[src/rtl/fwd_pkg.sv]
// Shared types for the forwarding scoreboard: the per-stage entry record and
// the readiness rule deciding whether an in-flight result can be forwarded yet.
package fwd_pkg;

    // Register indices are stored zero-extended, so REG_INDEX_BIT_WIDTH must not exceed this.
    localparam int IND_MAX_W = 8;

    typedef struct packed {
        logic                 valid;
        logic [IND_MAX_W-1:0] wrtInd;
        logic                 isLoad;
    } fwdEntry_t;

    localparam int ENTRY_W = $bits(fwdEntry_t);

    function automatic logic entryReady(input fwdEntry_t e, input int stage, input int loadReadyStage);
        return !e.isLoad || (stage >= loadReadyStage);
    endfunction

endpackage

[src/rtl/fwd_match_select.sv]
// Finds the youngest in-flight producer of one source operand and reports
// its stage index, whether any producer exists, and whether it is not yet ready.
module fwd_match_select
    import fwd_pkg::*;
#(
    parameter int STAGES              = 2,
    parameter int REG_INDEX_BIT_WIDTH = 4,
    parameter int LOAD_READY_STAGE    = 1
) (
    input  fwdEntry_t [STAGES-1:0]          entries,
    input  logic [REG_INDEX_BIT_WIDTH-1:0]  srcInd,
    input  logic                            srcUse,
    output logic [$clog2(STAGES)-1:0]       sel,
    output logic                            hit,
    output logic                            notReady
);

    localparam int SEL_W = $clog2(STAGES);

    logic [STAGES-1:0] matchVec;
    logic [STAGES-1:0] readyVec;

    for (genvar gi = 0; gi < STAGES; gi++) begin : g_match
        assign matchVec[gi] = entries[gi].valid && srcUse &&
                              (entries[gi].wrtInd == IND_MAX_W'(srcInd));
        assign readyVec[gi] = entryReady(entries[gi], gi, LOAD_READY_STAGE);
    end

    // Scan oldest to youngest so the lowest matching stage overrides the rest.
    always_comb begin
        sel      = '0;
        hit      = 1'b0;
        notReady = 1'b0;
        for (int k = STAGES - 1; k >= 0; k--) begin
            if (matchVec[k]) begin
                sel      = SEL_W'(k);
                hit      = 1'b1;
                notReady = !readyVec[k];
            end
        end
    end

endmodule

[src/rtl/fwd_scoreboard.sv]
// Hazard/forwarding unit: shift-register scoreboard of in-flight destinations,
// youngest-producer operand forwarding and load-use stall. Optional counters: FWD_SCOREBOARD_STATS_EN.
module fwd_scoreboard
    import fwd_pkg::*;
#(
    parameter int DBITS               = 32,
    parameter int REG_INDEX_BIT_WIDTH = 4,
    parameter int STAGES              = 2,
    parameter int LOAD_READY_STAGE    = 1
) (
    input  logic                           clk,
    input  logic                           reset,
    input  logic                           dec_valid,
    input  logic [REG_INDEX_BIT_WIDTH-1:0] dec_src1_ind,
    input  logic [REG_INDEX_BIT_WIDTH-1:0] dec_src2_ind,
    input  logic                           dec_src1_use,
    input  logic                           dec_src2_use,
    input  logic                           dec_wrt_en,
    input  logic [REG_INDEX_BIT_WIDTH-1:0] dec_wrt_ind,
    input  logic                           dec_is_load,
    input  logic                           flush,
    input  logic [DBITS-1:0]               rf_src1_data,
    input  logic [DBITS-1:0]               rf_src2_data,
    input  logic [STAGES*DBITS-1:0]        stage_data,
    output logic [DBITS-1:0]               fwd_src1_data,
    output logic [DBITS-1:0]               fwd_src2_data,
    output logic                           stall,
    output logic                           issue
`ifdef FWD_SCOREBOARD_STATS_EN
    ,
    output logic [31:0]                    stall_count,
    output logic [31:0]                    fwd_count
`endif
);

    localparam int SEL_W = $clog2(STAGES);

    fwdEntry_t [STAGES-1:0] entryReg;
    fwdEntry_t              entryNext;
    logic [DBITS-1:0]       stageArr [STAGES];

    logic [SEL_W-1:0] sel1, sel2;
    logic             hit1, hit2;
    logic             notReady1, notReady2;
    logic             hazard;

    for (genvar gi = 0; gi < STAGES; gi++) begin : g_slice
        assign stageArr[gi] = stage_data[gi*DBITS +: DBITS];
    end

    fwd_match_select #(
        .STAGES             (STAGES),
        .REG_INDEX_BIT_WIDTH(REG_INDEX_BIT_WIDTH),
        .LOAD_READY_STAGE   (LOAD_READY_STAGE)
    ) uSel1 (
        .entries (entryReg),
        .srcInd  (dec_src1_ind),
        .srcUse  (dec_src1_use),
        .sel     (sel1),
        .hit     (hit1),
        .notReady(notReady1)
    );

    fwd_match_select #(
        .STAGES             (STAGES),
        .REG_INDEX_BIT_WIDTH(REG_INDEX_BIT_WIDTH),
        .LOAD_READY_STAGE   (LOAD_READY_STAGE)
    ) uSel2 (
        .entries (entryReg),
        .srcInd  (dec_src2_ind),
        .srcUse  (dec_src2_use),
        .sel     (sel2),
        .hit     (hit2),
        .notReady(notReady2)
    );

    // Outputs are forced low while reset is asserted, even between clock edges.
    assign hazard = (hit1 && notReady1) || (hit2 && notReady2);
    assign stall  = reset && dec_valid && !flush && hazard;
    assign issue  = reset && dec_valid && !flush && !hazard;

    always_comb begin
        fwd_src1_data = rf_src1_data;
        fwd_src2_data = rf_src2_data;
        if (hit1 && !notReady1) begin
            fwd_src1_data = stageArr[sel1];
        end
        if (hit2 && !notReady2) begin
            fwd_src2_data = stageArr[sel2];
        end
    end

    always_comb begin
        entryNext = fwdEntry_t'(ENTRY_W'(0));
        if (issue && dec_wrt_en) begin
            entryNext.valid  = 1'b1;
            entryNext.wrtInd = IND_MAX_W'(dec_wrt_ind);
            entryNext.isLoad = dec_is_load;
        end
    end

    always_ff @(posedge clk or negedge reset) begin
        if (!reset) begin
            entryReg[0] <= fwdEntry_t'(ENTRY_W'(0));
        end else begin
            entryReg[0] <= entryNext;
        end
    end

    // Older stages keep advancing even while stage 0 takes a bubble.
    for (genvar gi = 1; gi < STAGES; gi++) begin : g_shift
        always_ff @(posedge clk or negedge reset) begin
            if (!reset) begin
                entryReg[gi] <= fwdEntry_t'(ENTRY_W'(0));
            end else begin
                entryReg[gi] <= entryReg[gi-1];
            end
        end
    end

`ifdef FWD_SCOREBOARD_STATS_EN
    logic [31:0] stallCountReg;
    logic [31:0] fwdCountReg;
    logic        fwdEvent;

    assign fwdEvent = issue && (hit1 || hit2);

    always_ff @(posedge clk or negedge reset) begin
        if (!reset) begin
            stallCountReg <= '0;
            fwdCountReg   <= '0;
        end else begin
            if (stall && (stallCountReg != '1)) begin
                stallCountReg <= stallCountReg + 32'd1;
            end
            if (fwdEvent && (fwdCountReg != '1)) begin
                fwdCountReg <= fwdCountReg + 32'd1;
            end
        end
    end

    assign stall_count = stallCountReg;
    assign fwd_count   = fwdCountReg;
`endif

endmodule
[config.mk]
export PLATFORM = sky130hd
export DESIGN_NAME = fwd_scoreboard
export DESIGN_NICKNAME = d
export VERILOG_FILES = /design/src/rtl/fwd_pkg.sv /design/src/rtl/fwd_match_select.sv /design/src/rtl/fwd_scoreboard.sv
export SDC_FILE = /design/constraint.sdc
export NUM_CORES = 1
export LEC_CHECK = 0
export ABC_CLOCK_PERIOD_IN_PS = 2170
export BUFFER_PORTS_ARGS = -buffer_cell sky130_fd_sc_hd__buf_4
export CORE_AREA = 5 5 81 83
export DETAILED_ROUTE_END_ITERATION = 7
export DIE_AREA = 0 0 86 88
export PLACE_DENSITY = 0.89
export REMOVE_ABC_BUFFERS = 1
export SYNTH_ARGS = -nofsm -noshare
export SYNTH_HDL_FRONTEND = slang
export SYNTH_SLANG_ARGS = --single-unit
[constraint.sdc]
create_clock -name clk -period 2.17 [get_ports clk]
set_input_delay 0.3255 -clock clk [delete_from_list [all_inputs] [get_ports clk]]
set_output_delay 0.3255 -clock clk [all_outputs]
set_load 0.01 [all_outputs]
==> flow_summary_export.csv, run 1 <==
group,metric,value,unit
clocking,clkTransAtPathRegs,50,ps
setup_path,bufs_and_invs_on_worst_path,3,
floorplan,start_util,34.42,%
global_route,gr-usage-all-layers,24.80,%
placement,hpwlAfterDp,8015,um
floorplan,io_pins,214,
sta,timing.final.hold_violations,0,
layout,antenna_cells_inserted,0,
setup_path,crit_cells,7,
sta,finalWorstSetupSlack,-306.5,ps
logic_synthesis,synth_common_cells,"inv_1 (69), nor2_1 (64), a21oi_1 (32), mux2i_1 (31), a221oi_1 (29)",
detailed_routing,drt_wl_total,11520,um
run_status,status,"finished, violations left",
floorplan,die_x,86,um
clocking,clkSinkCount,11,
layout,layout.nets,677,
setup_path,critPathTopFamily,"compound AO/OA/AOI/OAI gates",
setup_path,critPathMaxFanout,19,
clocking,clk-insertion-delay-late,240,ps
detailed_routing,dr.pass1.iters,4,
layout,fill_cell_count,387,
logic_synthesis,proportion_of_synthesized_chip_area_in_sequential_cells,13.84,%
clocking,htreeDepth,1,
logic_synthesis,post-synth-top-count-cell,"inv_1",
logic_synthesis,synthDominantAreaCellType,"mux2i_1",
logic_synthesis,synth-async-reset-ratio,100.0,%
sta,slew-limit-headroom,77.04,%
detailed_routing,drt_iter0_markers,121,
sta,finalSetupViolations,64,
sta,fin_setup_tns,-15540,ps
detailed_routing,routed_wire_length_per_instance,19.10,um
placement,post_dp_cell_area,3766,um^2
detailed_routing,route.antenna.remaining_nets,0,
clocking,numCtsBuffers,3,
power,power_density,225.2,nW/um^2
sta,achievable-frequency,0.4038,GHz
global_route,grt_pass1_wl,15040,um
logic_synthesis,yosysWarnings,0,
detailed_routing,vias,3215,
logic_synthesis,yosys_register_bits,11,
global_route,grt_remaining_overflow,0,
sta,setup_repair_after_global_routing_missed_its_margin,"yes",
floorplan,chipHeight,88,um
power,power_leakage,0.002526,uW
sta,tightest_slew,334.8,ps
layout,most_flop_heavy_register,"entryReg",
global_route,grt_antenna_before_repair,0,
layout,layout-area-overhead-vs-synth,126.8,%
logic_synthesis,syn_avg_cell_area,6.480,um^2
detailed_routing,avgViaCountPerCell,5.332,
floorplan,core-area,5781,um^2
logic_synthesis,synthesis.area,1989,um^2
sta,fin_hold_ws,312.8,ps
sta,finalClockSkew,3.064,ps
clocking,ctsRootBufferMaster,"clkbuf_8",
logic_synthesis,post_synth_inst_count,307,
layout,final_layout_size_suffix_gt1_share,57.95,%
clocking,clock_tree.buffer_depth,2,
logic_synthesis,synth-edff-count,0,
setup_path,cp_data_arrival_time,2150,ps
logic_synthesis,share_of_the_synthesized_area_in_the_top_cell_type,15.60,%
clocking,tritoncts,"built",
floorplan,die_area,7568,um^2
logic_synthesis,yosys_most_used_dff,"dfrtp_1",
global_route,grt_max_degree,33,
placement,io_buffer_count,213,
power,irDropWorstVdd,0.4114,mV
global_route,grt_pass1_vias,3271,
setup_path,critical_path.startpoint_type,"flip-flop",
layout,largest_register_ffs,11,
setup_path,r2r_cells,8,
placement,routability_cong,0.8843,
setup_path,critical_path.max_stage_delay,360,ps
min_path,hold_path.class,"input pin to flip-flop",
detailed_routing,remaining_drc_errors,0,
sta,layout_worst_path_cycle_share,114.1,%
setup_path,cp.required,1840,ps
setup_path,critical_path.cell_chain,"inv_1 > a222oi_1 > nor4b_4 > a21boi_4 > buf_12 > a221oi_2 > buf_4",
setup_path,critPathSlowestCell,"dfrtp_1",
logic_synthesis,synth.lib_cells_used.distinct,30,
layout,reg_top3,"entryReg x11",
sta,finalCriticalPeriod,2476,ps
layout,finalInstanceArea,4512,um^2
run_status,violations,"negative setup slack",
logic_synthesis,synthTopCellsByArea,"mux2i_1 (16%), dfrtp_1 (14%), inv_1 (13%)",
min_path,worst_hold_path.num_cells,3,
floorplan,num_rows,28,
run,maxCapViolCount,0,
sta,maxSlewViolCount,0,
setup_path,crit_path_end_kind,"output port",
setup_path,path_class,"flip-flop to output port",
[worst register-to-register path, cell delays in order (launching register included)]
cell and delay, ps:
dfrtp_1 400, buf_6 130, xor2_2 140, nor3_2 200
nand2_1 110, buf_6 140, a21oi_4 170, buf_4 160
nor3_1 60
[metrics by stage]
stage | power (uW) | worst slack (ps) | util [%] | instances
4_1_cts | 959.3 | -217.4 | 70.30 | 597
5_1_grt | 1063 | -440.5 | 78.05 | 603
3_3_place_gp | 708.5 | -35.97 | 65.15 | 591
3_5_place_dp | 722.6 | -96.57 | 65.15 | 591
2_1_floorplan | 365.2 | -1100 | - | 286
6_report | 1016 | -306.5 | 78.05 | 603
[worst paths after layout]
kind / startpoint / to / slack [ps]
min in group asynchronous: reset / entryReg[13] / 450
setup / recovery: entryReg[13] / fwd_src2_data[25] / -310
hold / removal: dec_wrt_ind[3] / entryReg[4] / 310
hold reg to reg: entryReg[9] / entryReg[19] / 410
setup reg to reg: entryReg[2] / entryReg[0] / 530
max in group asynchronous: reset / entryReg[14] / 1570
[layer usage]
layer  part of all wire (%)  vias to the layer above  track usage (%)  wire length (um)
met5                      0                        -                0                 0
met4                    2.5                        0            8.921               289
met3                    9.6                       33            6.397              1110
met2                     55                      208            48.56              6333
met1                     33                     1498            25.10              3786
li1                       -                     1476                -                 -
[where the power goes]
part | total, uW | internal, uW | switching, uW
Sequential | 212 | 209 | 2.83
Clock | 209 | 129 | 79.9
Combinational | 595 | 352 | 243
[what timing repair did]
item / in CTS / in global routing
setup endpoints to repair: 65 / 65
pin swaps: 6 / 23
hold buffers: 1 / 0
hold endpoints to repair: 11 / 0
cloned: 0 / 4
resized for setup: 39 / 62
setup buffers: 1 / 2
[layout make-up]
type                    instances  area [um^2]  share of cell area (%)
repair buffers                238         1986                   44.01
flip-flops and latches         11        275.3                   6.101
inverters                      69        259.0                   5.740
well taps                      75        93.84                   2.080
clock buffers                   4        45.04                  0.9983
multi-input cells             206         1853                   41.07
[placed cells by master (no fill, tap or decap), types with 2 or more instances in the layout]
master	synthesis	routed
nor3_2	1	2
buf_6	3	11
nand2_1	9	9
xor2_1	8	7
a21oi_1	32	21
nor2_4	0	7
a221oi_2	3	18
inv_1	69	69
mux2i_1	31	30
nor2_2	0	2
buf_4	1	214
nor3_1	7	6
dfrtp_1	11	11
buf_8	1	2
a21oi_2	0	9
xnor2_1	4	3
clkbuf_8	0	3
a221oi_4	0	14
buf_12	0	7
clkbuf_16	0	3
nor2_1	64	55
nand3_1	4	2
a21oi_4	0	2
nand3_2	0	2
[cells by family after synthesis]
group	after synthesis	share of synthesized area (%)
AO/OA/AOI/OAI	70	25.66
XOR/XNOR	12	5.283
buffers and inverters	90	19.50
flip-flops	11	13.84
multiplexers	31	15.60
AND/OR/NAND/NOR	93	20.13
(Power assumes the default switching activity.)
==> run 2: changes to the inputs <==
--- a/config.mk
+++ b/config.mk
@@ -5,7 +5,7 @@
 export SDC_FILE = /design/constraint.sdc
 export NUM_CORES = 1
 export LEC_CHECK = 0
-export ABC_CLOCK_PERIOD_IN_PS = 2170
+export ABC_CLOCK_PERIOD_IN_PS = 2470
 export BUFFER_PORTS_ARGS = -buffer_cell sky130_fd_sc_hd__buf_4
 export CORE_AREA = 5 5 81 83
 export DETAILED_ROUTE_END_ITERATION = 7
==> constraint.sdc (replaced) <==
create_clock -name clk -period 2.47 [get_ports clk]
set_input_delay 0.3705 -clock clk [delete_from_list [all_inputs] [get_ports clk]]
set_output_delay 0.3705 -clock clk [all_outputs]
set_load 0.01 [all_outputs]
==> run 2 against run 1 <==
  * The run still ends with negative setup slack left
  * Core utilization shrank 8.1 points
  * Clock-buffer cell count is the same
  * Combinational power shrank 19%
  * Largest cell class unchanged
  * Wire length shrank 10%
  * Cell count shrank 1.7%
  * Sequential share of layout area grew 0.70 points
  * Via count shrank 3.2%
  * Sequential cell count is the same
  * Die area is the same
  * Non-clock buffer count shrank 10
==> flow_summary_export.csv, run 2 (synthesis gave the netlist of run 1 again) <==
group,metric,value,unit
detailed_routing,avgViaCountPerCell,5.248,
setup_path,critPathMaxFanout,20,
setup_path,cp_data_arrival_time,2120,ps
global_route,gr-usage-all-layers,23.94,%
run,maxCapViolCount,0,
detailed_routing,drt_iter0_markers,69,
sta,finalSetupViolations,3,
layout,final_layout_size_suffix_gt1_share,52.70,%
layout,layout-area-overhead-vs-synth,103.4,%
setup_path,critical_path.startpoint_type,"flip-flop",
sta,layout_worst_path_cycle_share,100.7,%
detailed_routing,drt_wl_total,10370,um
clocking,clk-insertion-delay-late,230,ps
clocking,tritoncts,"built",
layout,finalInstanceArea,4046,um^2
clocking,clkSinkCount,11,
setup_path,cp.required,2100,ps
placement,post_dp_cell_area,3676,um^2
clocking,htreeDepth,1,
floorplan,die_x,86,um
global_route,grt_pass1_wl,14650,um
power,irDropWorstVdd,0.3110,mV
placement,placedCellCount,584,
clocking,clkTransAtPathRegs,50,ps
layout,fill_cell_count,458,
clocking,ctsRootBufferMaster,"clkbuf_8",
sta,slew-limit-headroom,78.21,%
placement,io_buffer_count,213,
sta,finalClockSkew,2.024,ps
sta,setup_repair_after_global_routing_missed_its_margin,"yes",
detailed_routing,vias,3112,
layout,antenna_cells_inserted,0,
detailed_routing,remaining_drc_errors,0,
layout,largest_register_ffs,11,
floorplan,start_util,34.42,%
global_route,grt_antenna_before_repair,0,
clocking,numCtsBuffers,3,
layout,post_layout_nonfiller_instances,593,
power,power_density,207.8,nW/um^2
placement,hpwlAfterDp,8112,um
floorplan,core-area,5781,um^2
sta,fin_hold_ws,370.2,ps
sta,timing.final.hold_violations,0,
sta,finalWorstSetupSlack,-17.57,ps
sta,fin_setup_tns,-48.92,ps
layout,most_flop_heavy_register,"entryReg",
sta,achievable-frequency,0.4020,GHz
global_route,grt_pass1_vias,3265,
run_status,status,"finished, violations left",
power,power_leakage,0.002388,uW
detailed_routing,routed_wire_length_per_instance,17.48,um
sta,maxSlewViolCount,0,
layout,layout_commonest_cell,"buf_4",
layout,final_core_utilization,70.00,%
floorplan,num_rows,28,
setup_path,crit_path_end_kind,"output port",
placement,routability_cong,0.9136,
floorplan,io_pins,214,
layout,layout.cells.most_common_list,"buf_4 (220), inv_1 (67), nor2_1 (64)",
floorplan,die_area,7568,um^2
global_route,grt_remaining_overflow,0,
min_path,hold_path.class,"input pin to flip-flop",
clocking,clock_tree.buffer_depth,2,
setup_path,path_class,"flip-flop to output port",
layout,reg_top3,"entryReg x11",
floorplan,chipHeight,88,um
run_status,violations,"negative setup slack",
layout,layout.nets,667,
sta,tightest_slew,326.8,ps
sta,finalCriticalPeriod,2488,ps
detailed_routing,route.antenna.remaining_nets,0,
detailed_routing,dr.pass1.iters,4,
global_route,grt_max_degree,33,
[run 2: changes by cell type in the layout (fill, tap and decap cells not counted), sizes merged]
cell,change
buf,-7
clkbuf,-3
[run 2: area by class of cell]
class	count	area [um^2]	share of cell area (%)
repair buffers	228	1783	44.06
multi-input cells	206	1590	39.30
flip-flops and latches	11	275.3	6.803
inverters	69	259.0	6.401
well taps	75	93.84	2.319
clock buffers	4	45.04	1.113
[run 2: worst max-delay path: stages (launching register included)]
cell	delay (ps)
dfrtp_1	390
xor2_1	200
nor3_2	100
a2111o_2	530
buf_12	190
mux2i_1	200
a21oi_1	100
buf_4	160
[run 2: power breakdown]
part | total (uW) | internal [uW] | leakage, uW | switching [uW]
registers | 187 | 184 | 0.000152 | 3.00
clock network | 173 | 113 | 0.0000228 | 59.9
logic | 481 | 290 | 0.00221 | 191
total | 841 | 587 | 0.00239 | 254
[run 2: final timing paths]
kind / from / end / slack (ps) / cells past startpoint
max: entryReg[2] / fwd_src1_data[26] / -20 / 7
min reg2reg: entryReg[9] / entryReg[19] / 430 / 0
min in group asynchronous: reset / entryReg[9] / 510 / 2
min: dec_is_load / entryReg[0] / 370 / 3
max reg2reg: entryReg[2] / entryReg[9] / 840 / 7
max in group asynchronous: reset / entryReg[19] / 1810 / 2
[run 2: layer usage]
metal | vias to the layer above | part of all wire [%] | GRT usage, %
met1 | 1432 | 34 | 24.07
met2 | 187 | 52 | 45.76
met5 | - | 0 | 0
met4 | 0 | 3.7 | 10.65
li1 | 1454 | - | -
met3 | 39 | 10 | 6.585
[run 2: metrics by stage]
step,setup WS [ps],power (uW)
final,-17.57,841.0
after global routing,-136.3,890.9
after CTS,0.7954,812.1
after detailed placement,120.1,631.7
after global placement,190.6,619.4
after floorplan,-845.4,320.9
[run 2: repair_timing]
item                                    in CTS  in global routing
pin swaps                                    2                  6
buffers inserted                             0                  4
hold buffers                                 1                  0
endpoints found under the setup margin      34                 54
gates resized for setup                      4                 44
cloned                                       0                  0
endpoints found under the hold margin       11                  0
